[config.mk]
export PLATFORM = sky130hd
export DESIGN_NAME = booth3_pp_accumulator
export DESIGN_NICKNAME = d
export VERILOG_FILES = /design/src/rtl/booth3_pp_accumulator_pkg.sv /design/src/rtl/booth3_row_weight.sv /design/src/rtl/booth3_pp_accumulator.sv
export SDC_FILE = /design/constraint.sdc
export NUM_CORES = 1
export LEC_CHECK = 0
export ABC_AREA = 1
export CORE_MARGIN = 8
export CORE_UTILIZATION = 55
export DETAILED_ROUTE_END_ITERATION = 12
export GPL_TIMING_DRIVEN = 0
export PLACE_DENSITY = 0.9
export SETUP_SLACK_MARGIN = 0.1
export SLEW_MARGIN = 20
export SYNTH_ARGS = -nofsm -noshare
export SYNTH_HDL_FRONTEND = slang
export SYNTH_HIERARCHICAL = 1
export SYNTH_SLANG_ARGS = --single-unit
[constraint.sdc]
create_clock -name CLK -period 5.7 [get_ports CLK]
set_input_delay 1.14 -clock CLK [delete_from_list [all_inputs] [get_ports CLK]]
set_output_delay 1.14 -clock CLK [all_outputs]
set_load 0.05 [all_outputs]
[src/rtl/booth3_pp_accumulator_pkg.sv]
// ============================================================================
// booth3_pp_accumulator_pkg
// Shared constants, state encoding and row reconstruction for the accumulator.
// Revision: 1.0
// ============================================================================
`default_nettype none

package booth3_pp_accumulator_pkg;

  localparam int PP_W  = 10;
  localparam int OUT_W = 16;
  localparam int ROWS  = 3;
  localparam int SHIFT = 3;
  localparam int CNT_W = $clog2(ROWS + 1);

  typedef enum logic [0:0] {
    ACC  = 1'b0,
    DONE = 1'b1
  } state_t;

  // {~eout, pp} is the row in 11-bit two's complement; sout adds the +1 that
  // turns the one's-complement negation into a true negation.
  function automatic logic signed [OUT_W-1:0] row_value(
    input logic [PP_W-1:0] pp,
    input logic            sout,
    input logic            eout
  );
    logic [PP_W:0] w_ext;
    w_ext = {~eout, pp};
    return {{(OUT_W-PP_W-1){w_ext[PP_W]}}, w_ext} + OUT_W'(sout);
  endfunction

endpackage

`default_nettype wire

[src/rtl/booth3_row_weight.sv]
// ============================================================================
// booth3_row_weight
// Reconstructs one Booth-3 row and weights it by 2^(SHIFT*row_cnt).
// Revision: 1.0
// ============================================================================
`default_nettype none

module booth3_row_weight
  import booth3_pp_accumulator_pkg::*;
(
  input  logic [PP_W-1:0]  i_pp,
  input  logic             i_sout,
  input  logic             i_eout,
  input  logic [CNT_W-1:0] i_row_cnt,
  output logic [OUT_W-1:0] o_weighted
);

  logic [OUT_W-1:0] w_row;
  logic [3:0]       w_shamt;

  always_comb begin
    w_row      = row_value(i_pp, i_sout, i_eout);
    w_shamt    = 4'(i_row_cnt) * 4'(SHIFT);
    o_weighted = w_row << w_shamt;
  end

endmodule

`default_nettype wire

[src/rtl/booth3_pp_accumulator.sv]
// ============================================================================
// booth3_pp_accumulator
// Accumulates ROWS weighted Booth-3 partial-product rows into a signed product.
// Revision: 1.0
// ============================================================================
`default_nettype none

module booth3_pp_accumulator
  import booth3_pp_accumulator_pkg::*;
(
  input  logic             CLK,
  input  logic             RST,
  input  logic             clear,
  input  logic             in_valid,
  output logic             in_ready,
  input  logic [PP_W-1:0]  pp,
  input  logic             sout,
  input  logic             eout,
  output logic             out_valid,
  input  logic             out_ready,
  output logic [OUT_W-1:0] prod
);

  state_t           r_state;
  state_t           w_state_nxt;
  logic [CNT_W-1:0] r_row_cnt;
  logic [OUT_W-1:0] r_acc;
  logic [OUT_W-1:0] r_prod;
  logic [OUT_W-1:0] w_weighted;
  logic [OUT_W-1:0] w_sum;
  logic             w_accept;
  logic             w_last;
  logic             w_release;

  booth3_row_weight u_row_weight (
    .i_pp       (pp),
    .i_sout     (sout),
    .i_eout     (eout),
    .i_row_cnt  (r_row_cnt),
    .o_weighted (w_weighted)
  );

  assign w_accept  = in_valid && (r_state == ACC);
  assign w_last    = (r_row_cnt == CNT_W'(ROWS - 1));
  assign w_release = out_ready && (r_state == DONE);
  assign w_sum     = r_acc + w_weighted;

  // Handshake outputs come from state alone, so no input-to-output paths exist.
  assign in_ready  = (r_state == ACC);
  assign out_valid = (r_state == DONE);
  assign prod      = r_prod;

  always_ff @(posedge CLK or negedge RST) begin
    if (!RST) begin
      r_state <= ACC;
    end else begin
      r_state <= w_state_nxt;
    end
  end

  always_comb begin
    w_state_nxt = r_state;
    case (r_state)
      ACC:     if (w_accept && w_last) w_state_nxt = DONE;
      DONE:    if (w_release)          w_state_nxt = ACC;
      default:                         w_state_nxt = ACC;
    endcase
    if (clear) w_state_nxt = ACC;
  end

  // clear outranks both the row accept and the output handshake; prod survives it.
  always_ff @(posedge CLK or negedge RST) begin
    if (!RST) begin
      r_row_cnt <= '0;
      r_acc     <= '0;
      r_prod    <= '0;
    end else if (clear || w_release) begin
      r_row_cnt <= '0;
      r_acc     <= '0;
    end else if (w_accept) begin
      r_row_cnt <= r_row_cnt + 1'b1;
      r_acc     <= w_sum;
      if (w_last) r_prod <= w_sum;
    end
  end

endmodule

`default_nettype wire

# Word level (Yosys, flattened, before mapping)
# Index checks and enable logic that the tools add are counted.
dict set report classes {
  mul 1
  shift 1
  n_reduce_logical 6
  bitwise_logic 3
  n_mux 8
  n_eq_ne 1
  n_addsub 3
}
# cell n
set op_table {}
lappend op_table {{2-to-1 mux 16 bit} 2}
lappend op_table {{adder 16 bit} 1}
lappend op_table {{<< shifter 16 x 4 -> 16 bit} 1}
lappend op_table {{adder 11 x 2 -> 12 bit} 1}
lappend op_table {{multiplier 2 x 2 -> 4 bit (second input constant)} 1}
lappend op_table {{2-to-1 mux 2 bit} 2}
lappend op_table {{logical AND 1 bit} 3}
lappend op_table {{2-to-1 mux 1 bit} 3}
lappend op_table {{inverter 1 bit} 3}
lappend op_table {{AND reduction 3 bit} 1}
lappend op_table {{adder 2 x 1 -> 2 bit (second input constant)} 1}
lappend op_table {{equality test 2 bit (second input constant)} 1}
lappend op_table {{case mux 1 bit (2 select lines)} 1}
lappend op_table {{nonzero test 2 bit} 1}
lappend op_table {{logical OR 1 bit} 1}
dict set report word_totals {
  wordCells 27
  inputBits 17
  output_inout_bits 18
  regBits 35
}

# Longest topological paths before layout
# Gate-level depths: netlist (run 1).
dict set report depth {
  ltp_word 6
  mapped_depth 23
  mapped_depth_nobuf 23
}

# Hierarchy
# The synthesis (run 1) kept the hierarchy.
# module seq_area_each_um2 n_inst area_each_um2 cells_per_inst
set by_module_without_submodules {}
lappend by_module_without_submodules {booth3_pp_accumulator 875.8 1 2265.9 319}
lappend by_module_without_submodules {booth3_row_weight 0.0 1 985.9 203}

# Least setup slack after synthesis (run 1)
# Ideal clock, no wire load.
dict set report synth_timing {
  path_kind {input to register}
  startpoint {in pp[0]}
  endpoint {reg r_prod[7] (netlist: prod[7])}
  setup_time_ns 0.118
  path_buffers 0
  stages 18
  path_slack_ns 2.496
  t_required_ns 5.582
  arrival_time_ns 3.086
  cell_sequence {ha_1 nand2_2 nand2_1 nand2_1 inv_1 o21ai_0 or2_1 nand3_1 nand2_1 nor2_1 ha_1 nand2_1 nand2_1 a21oi_1 nand2_2 or2_1 nand3_1 nand2_1}
}
dict set report synth_via {
  elab_chain_cells 3
}
# element line
set synth_lines {}
lappend synth_lines {{from (decl)} booth3_pp_accumulator.sv:16} ;# input logic [PP_W-1:0] pp,
lappend synth_lines {{adder 11 x 2 -> 12 bit} booth3_pp_accumulator_pkg.sv:30} ;# return {{(OUT_W-PP_W-1){w_ext[PP_W]}}, w_ext} + OUT_W'(sout);
lappend synth_lines {{<< shifter 16 x 4 -> 16 bit} booth3_row_weight.sv:24} ;# o_weighted = w_row << w_shamt;
lappend synth_lines {{named net w_weighted[4]} booth3_pp_accumulator.sv:29} ;# logic [OUT_W-1:0] w_weighted;
lappend synth_lines {{adder 16 bit} booth3_pp_accumulator.sv:46} ;# assign w_sum = r_acc + w_weighted;
lappend synth_lines {{to (signal assigned)} booth3_pp_accumulator.sv:83} ;# if (w_last) r_prod <= w_sum;
lappend synth_lines {{to (decl)} booth3_pp_accumulator.sv:28} ;# logic [OUT_W-1:0] r_prod;
# The timed path passes the listed nets, and every way through them passes these cells.
# A chain may end at the register's enable or synchronous reset.

# Worst setup path in the final report (run 1)
dict set report layout_timing {
  startpoint {in pp[0]}
  endpoint {reg r_prod[15] (netlist: prod[15])}
}
# Same word-level chain as after synthesis.

==> results.json, run 1 <==
{
  "die_y_um": 92.9,
  "tightest_slew_ns": 0.544,
  "fin_crit_ns": 3.90,
  "cts_htree_levels": 2,
  "rows": 28,
  "switchingPower_mw": 0.762,
  "hp-class": "reg2reg",
  "drv_cap": 0,
  "tns_ns": 0,
  "start_util": 0.559,
  "crit_path_start_kind": "input pin",
  "cts_setup_buffers": 0,
  "crit_fanout": 5,
  "antenna_found_initial": 0,
  "grt-ovfl-total": 0,
  "swShare": 0.509,
  "diodes": 0,
  "grt_setup_unrepaired": "false",
  "worstPathRequired_ns": 5.88,
  "syn-instance-count": 522,
  "post_dp_cell_area_mm2": 0.00370,
  "power.internal_mw": 0.736,
  "grt_max_degree": 31,
  "outcome": "complete, no violations",
  "synth_area_mm2": 0.00325,
  "die_area_mm2": 0.00863,
  "pin_count": 35,
  "setup_viol_count_final": 0,
  "seq_power_share": 0.253,
  "yosys-mux-area-fraction": 0,
  "synth_fa_ha_area_frac": 0.0831,
  "comb_power_share": 0.630,
  "clockBufferDepth": 2,
  "ys_seq_elements": 35,
  "drt-wirelength-per-cell_um": 13.0,
  "layout_commonest_cell": "nand2_1",
  "holdWs_ns": 0.483,
  "place_ws_ns": 1.56,
  "hold_viol_final": 0,
  "fp.dieW_um": 92.9,
  "crit_start": "pp[0]",
  "end_kind": "flip-flop",
  "cts_tree": "built",
  "root_buffer": "clkbuf_8",
  "dpl.hpwl_um": 6660,
  "first_pass_iters": 5,
  "viasPerCell": 5.37,
  "grt_usage": 0.200,
  "peakVddDrop_mv": 0.343,
  "core-area_mm2": 0.00582,
  "crit_type": "in2reg",
  "drcViolationCount": 0,
  "ys_seq_area_frac": 0.269,
  "postCtsResizedCells": 0,
  "reg2reg_depth": 18,
  "synth_top_family_by_area": "simple AND/OR/NAND/NOR gates",
  "fmax_ghz": 0.257,
  "cts_buffers": 5,
  "synth-edff-count": 0,
  "yosysWarnings": 6,
  "fill_cells": 508,
  "nets": 602,
  "regToRegEndpoint": "prod[15]",
  "final_area_mm2": 0.00379,
  "max_slew_margin": 0.634,
  "rr_startpoint": "r_row_cnt[0]",
  "cts_sinks": 35,
  "skew_ns": 0.00514,
  "syn_avg_cell_area_um2": 6.23,
  "routed_wl_um": 8300,
  "final_cell_mix": "nand2_1 (216), nand3_1 (72), inv_1 (60), dfrtp_1 (35), clkdlybuf4s50_1 (33)",
  "drive_above_1_share": 0.0903,
  "synth_compound_area_frac": 0.0439,
  "hold_depth": 2,
  "power.leakage_nw": 2.14,
  "first_global_vias": 3337,
  "io_buffer_count": 34,
  "arrival_ns": 4.08,
  "r2r_slack_ns": 2.23,
  "yosys.area_share.xor_xnor": 0.0162,
  "path_clk_slew_ns": 0.07,
  "maxSlewViolCount": 0,
  "grt_pass1_wl_um": 14400,
  "async_flop_share": 1.00,
  "yosys.area_share.simple": 0.487,
  "vias": 3438,
  "gp_congestion": 0.909,
  "drtAntennaViolNets": 0,
  "insertion_delay_ns": 0.29,
  "ys_types": 31,
  "syn2layout_area_growth_pct": 16.4,
  "holdBufCountCts": 0,
  "clockPowerShare": 0.118,
  "first_iter_violations": 200,
  "synth_ff_type": "dfrtp_1",
  "fin_ws_ns": 1.80,
  "worstSetupEndpoint": "prod[15]",
  "power.density_mw_per_mm2": 396,
  "finalCritPeriodShare": 0.684,
  "syn-num-nets": 560
}
through the flow:
stage          utilization  cells  total power [mW]
2_1_floorplan            -    522              1.05
3_3_place_gp         0.634    631              1.28
3_5_place_dp         0.636    632              1.31
4_1_cts              0.651    640              1.49
5_1_grt              0.651    640              1.61
6_report             0.651    640              1.50
how the worst min path moves through the flow:
stage,from,slack (ns),endpoint
3_3_place_gp,prod[14],0.46,prod[14]
3_5_place_dp,prod[10],0.47,prod[10]
4_1_cts,prod[10],0.49,prod[10]
2_1_floorplan,r_acc[8],0.46,r_acc[8]
6_report,prod[13],0.48,prod[13]
5_1_grt,prod[11],0.50,prod[11]
cells by family after synthesis:
group | count (synthesis)
flops | 35
buf+inv | 78
xor+xnor | 6
simple gates | 354
compound gates | 28
fa+ha+maj | 21
sequential cells by signal, summed over array words and instances, names as in the netlist:
name and count:
prod 16, r_row_cnt 2, r_acc 16, out_valid 1
critical path: stages:
cell and delay [ns]:
clkdlybuf4s50_1 0.49, ha_1 0.20, nand3_1 0.13, nor2_2 0.16
nand2_1 0.12, nand3_1 0.13, nand3_1 0.09, nand3_1 0.08
nand2_1 0.05, o21ai_1 0.22, ha_1 0.33, nand2_1 0.15
inv_2 0.05, nand2_1 0.06, nand2_1 0.06, a21oi_1 0.27
nand3_1 0.15, nand3_1 0.12, nand2_1 0.05
synth_stat cells (3+ instances only):
cell type  instances  share of area
inv_2              4         0.0046
nand2_2           11          0.021
nor3_1             6         0.0092
nand3_2            6          0.018
dfrtp_1           35           0.27
buf_2              6         0.0092
o21ai_0           13          0.020
nand3b_1           5          0.012
buf_4              6          0.014
nor2_1            20          0.023
nand3_1           72           0.11
a21oi_1           12          0.018
nor2_2             3         0.0058
or2_1              5         0.0096
ha_1              20          0.077
xor2_1             3         0.0081
nand4_1            3         0.0058
xnor2_1            3         0.0081
inv_1             60          0.069
nand2_1          216           0.25
final cells by class:
class / count / area [um^2] / share of cell area
buffer: 14 / 86.3 / 0.0228
inverter: 64 / 240 / 0.0635
clock inverter: 2 / 12.5 / 0.00330
timing repair buffer: 35 / 355 / 0.0939
tap: 75 / 93.8 / 0.0248
sequential: 35 / 876 / 0.231
clock buffer: 6 / 72.6 / 0.0192
multi-input combinational: 409 / 2050 / 0.541
power by group through the flow:
| stage | clock network [mW] | registers [mW] | logic, mW |
|---|---|---|---|
| after floorplan | 0 | 0.547 | 0.508 |
| after global routing | 0.186 | 0.388 | 1.04 |
| after detailed placement | 0 | 0.382 | 0.929 |
| after CTS | 0.178 | 0.378 | 0.936 |
| final | 0.176 | 0.378 | 0.944 |
| after global placement | 0 | 0.378 | 0.905 |
layer usage:
| layer | up-vias | GRT usage | routed length [um] |
|---|---|---|---|
| met3 | 13 | 0.0372 | 528 |
| met1 | 1569 | 0.236 | 3600 |
| met4 | 0 | 0.0644 | 138 |
| met5 | - | 0 | 0 |
| li1 | 1729 | - | - |
| met2 | 127 | 0.354 | 4040 |
Note: power is estimated with default switching activity, not from simulation.
==> inputs of run 2 (changes only) <==
==> constraint.sdc (replaced) <==
create_clock -name CLK -period 4.1 [get_ports CLK]
set_input_delay 0.82 -clock CLK [delete_from_list [all_inputs] [get_ports CLK]]
set_output_delay 0.82 -clock CLK [all_outputs]
set_load 0.05 [all_outputs]
==> results of run 2 <==
Same layout as run 1 (identical final DEF). Status: complete, no violations.
Main changes from that run: setup slack after placement 1.56 ns -> 0.277 ns; setup slack after layout 1.80 ns -> 0.523 ns; hold slack 0.483 ns -> 0.361 ns; register-to-register setup slack 2.23 ns -> 0.63 ns; total power 1.50 mW -> 2.08 mW; worst IR drop on VDD 0.343 mV -> 0.476 mV
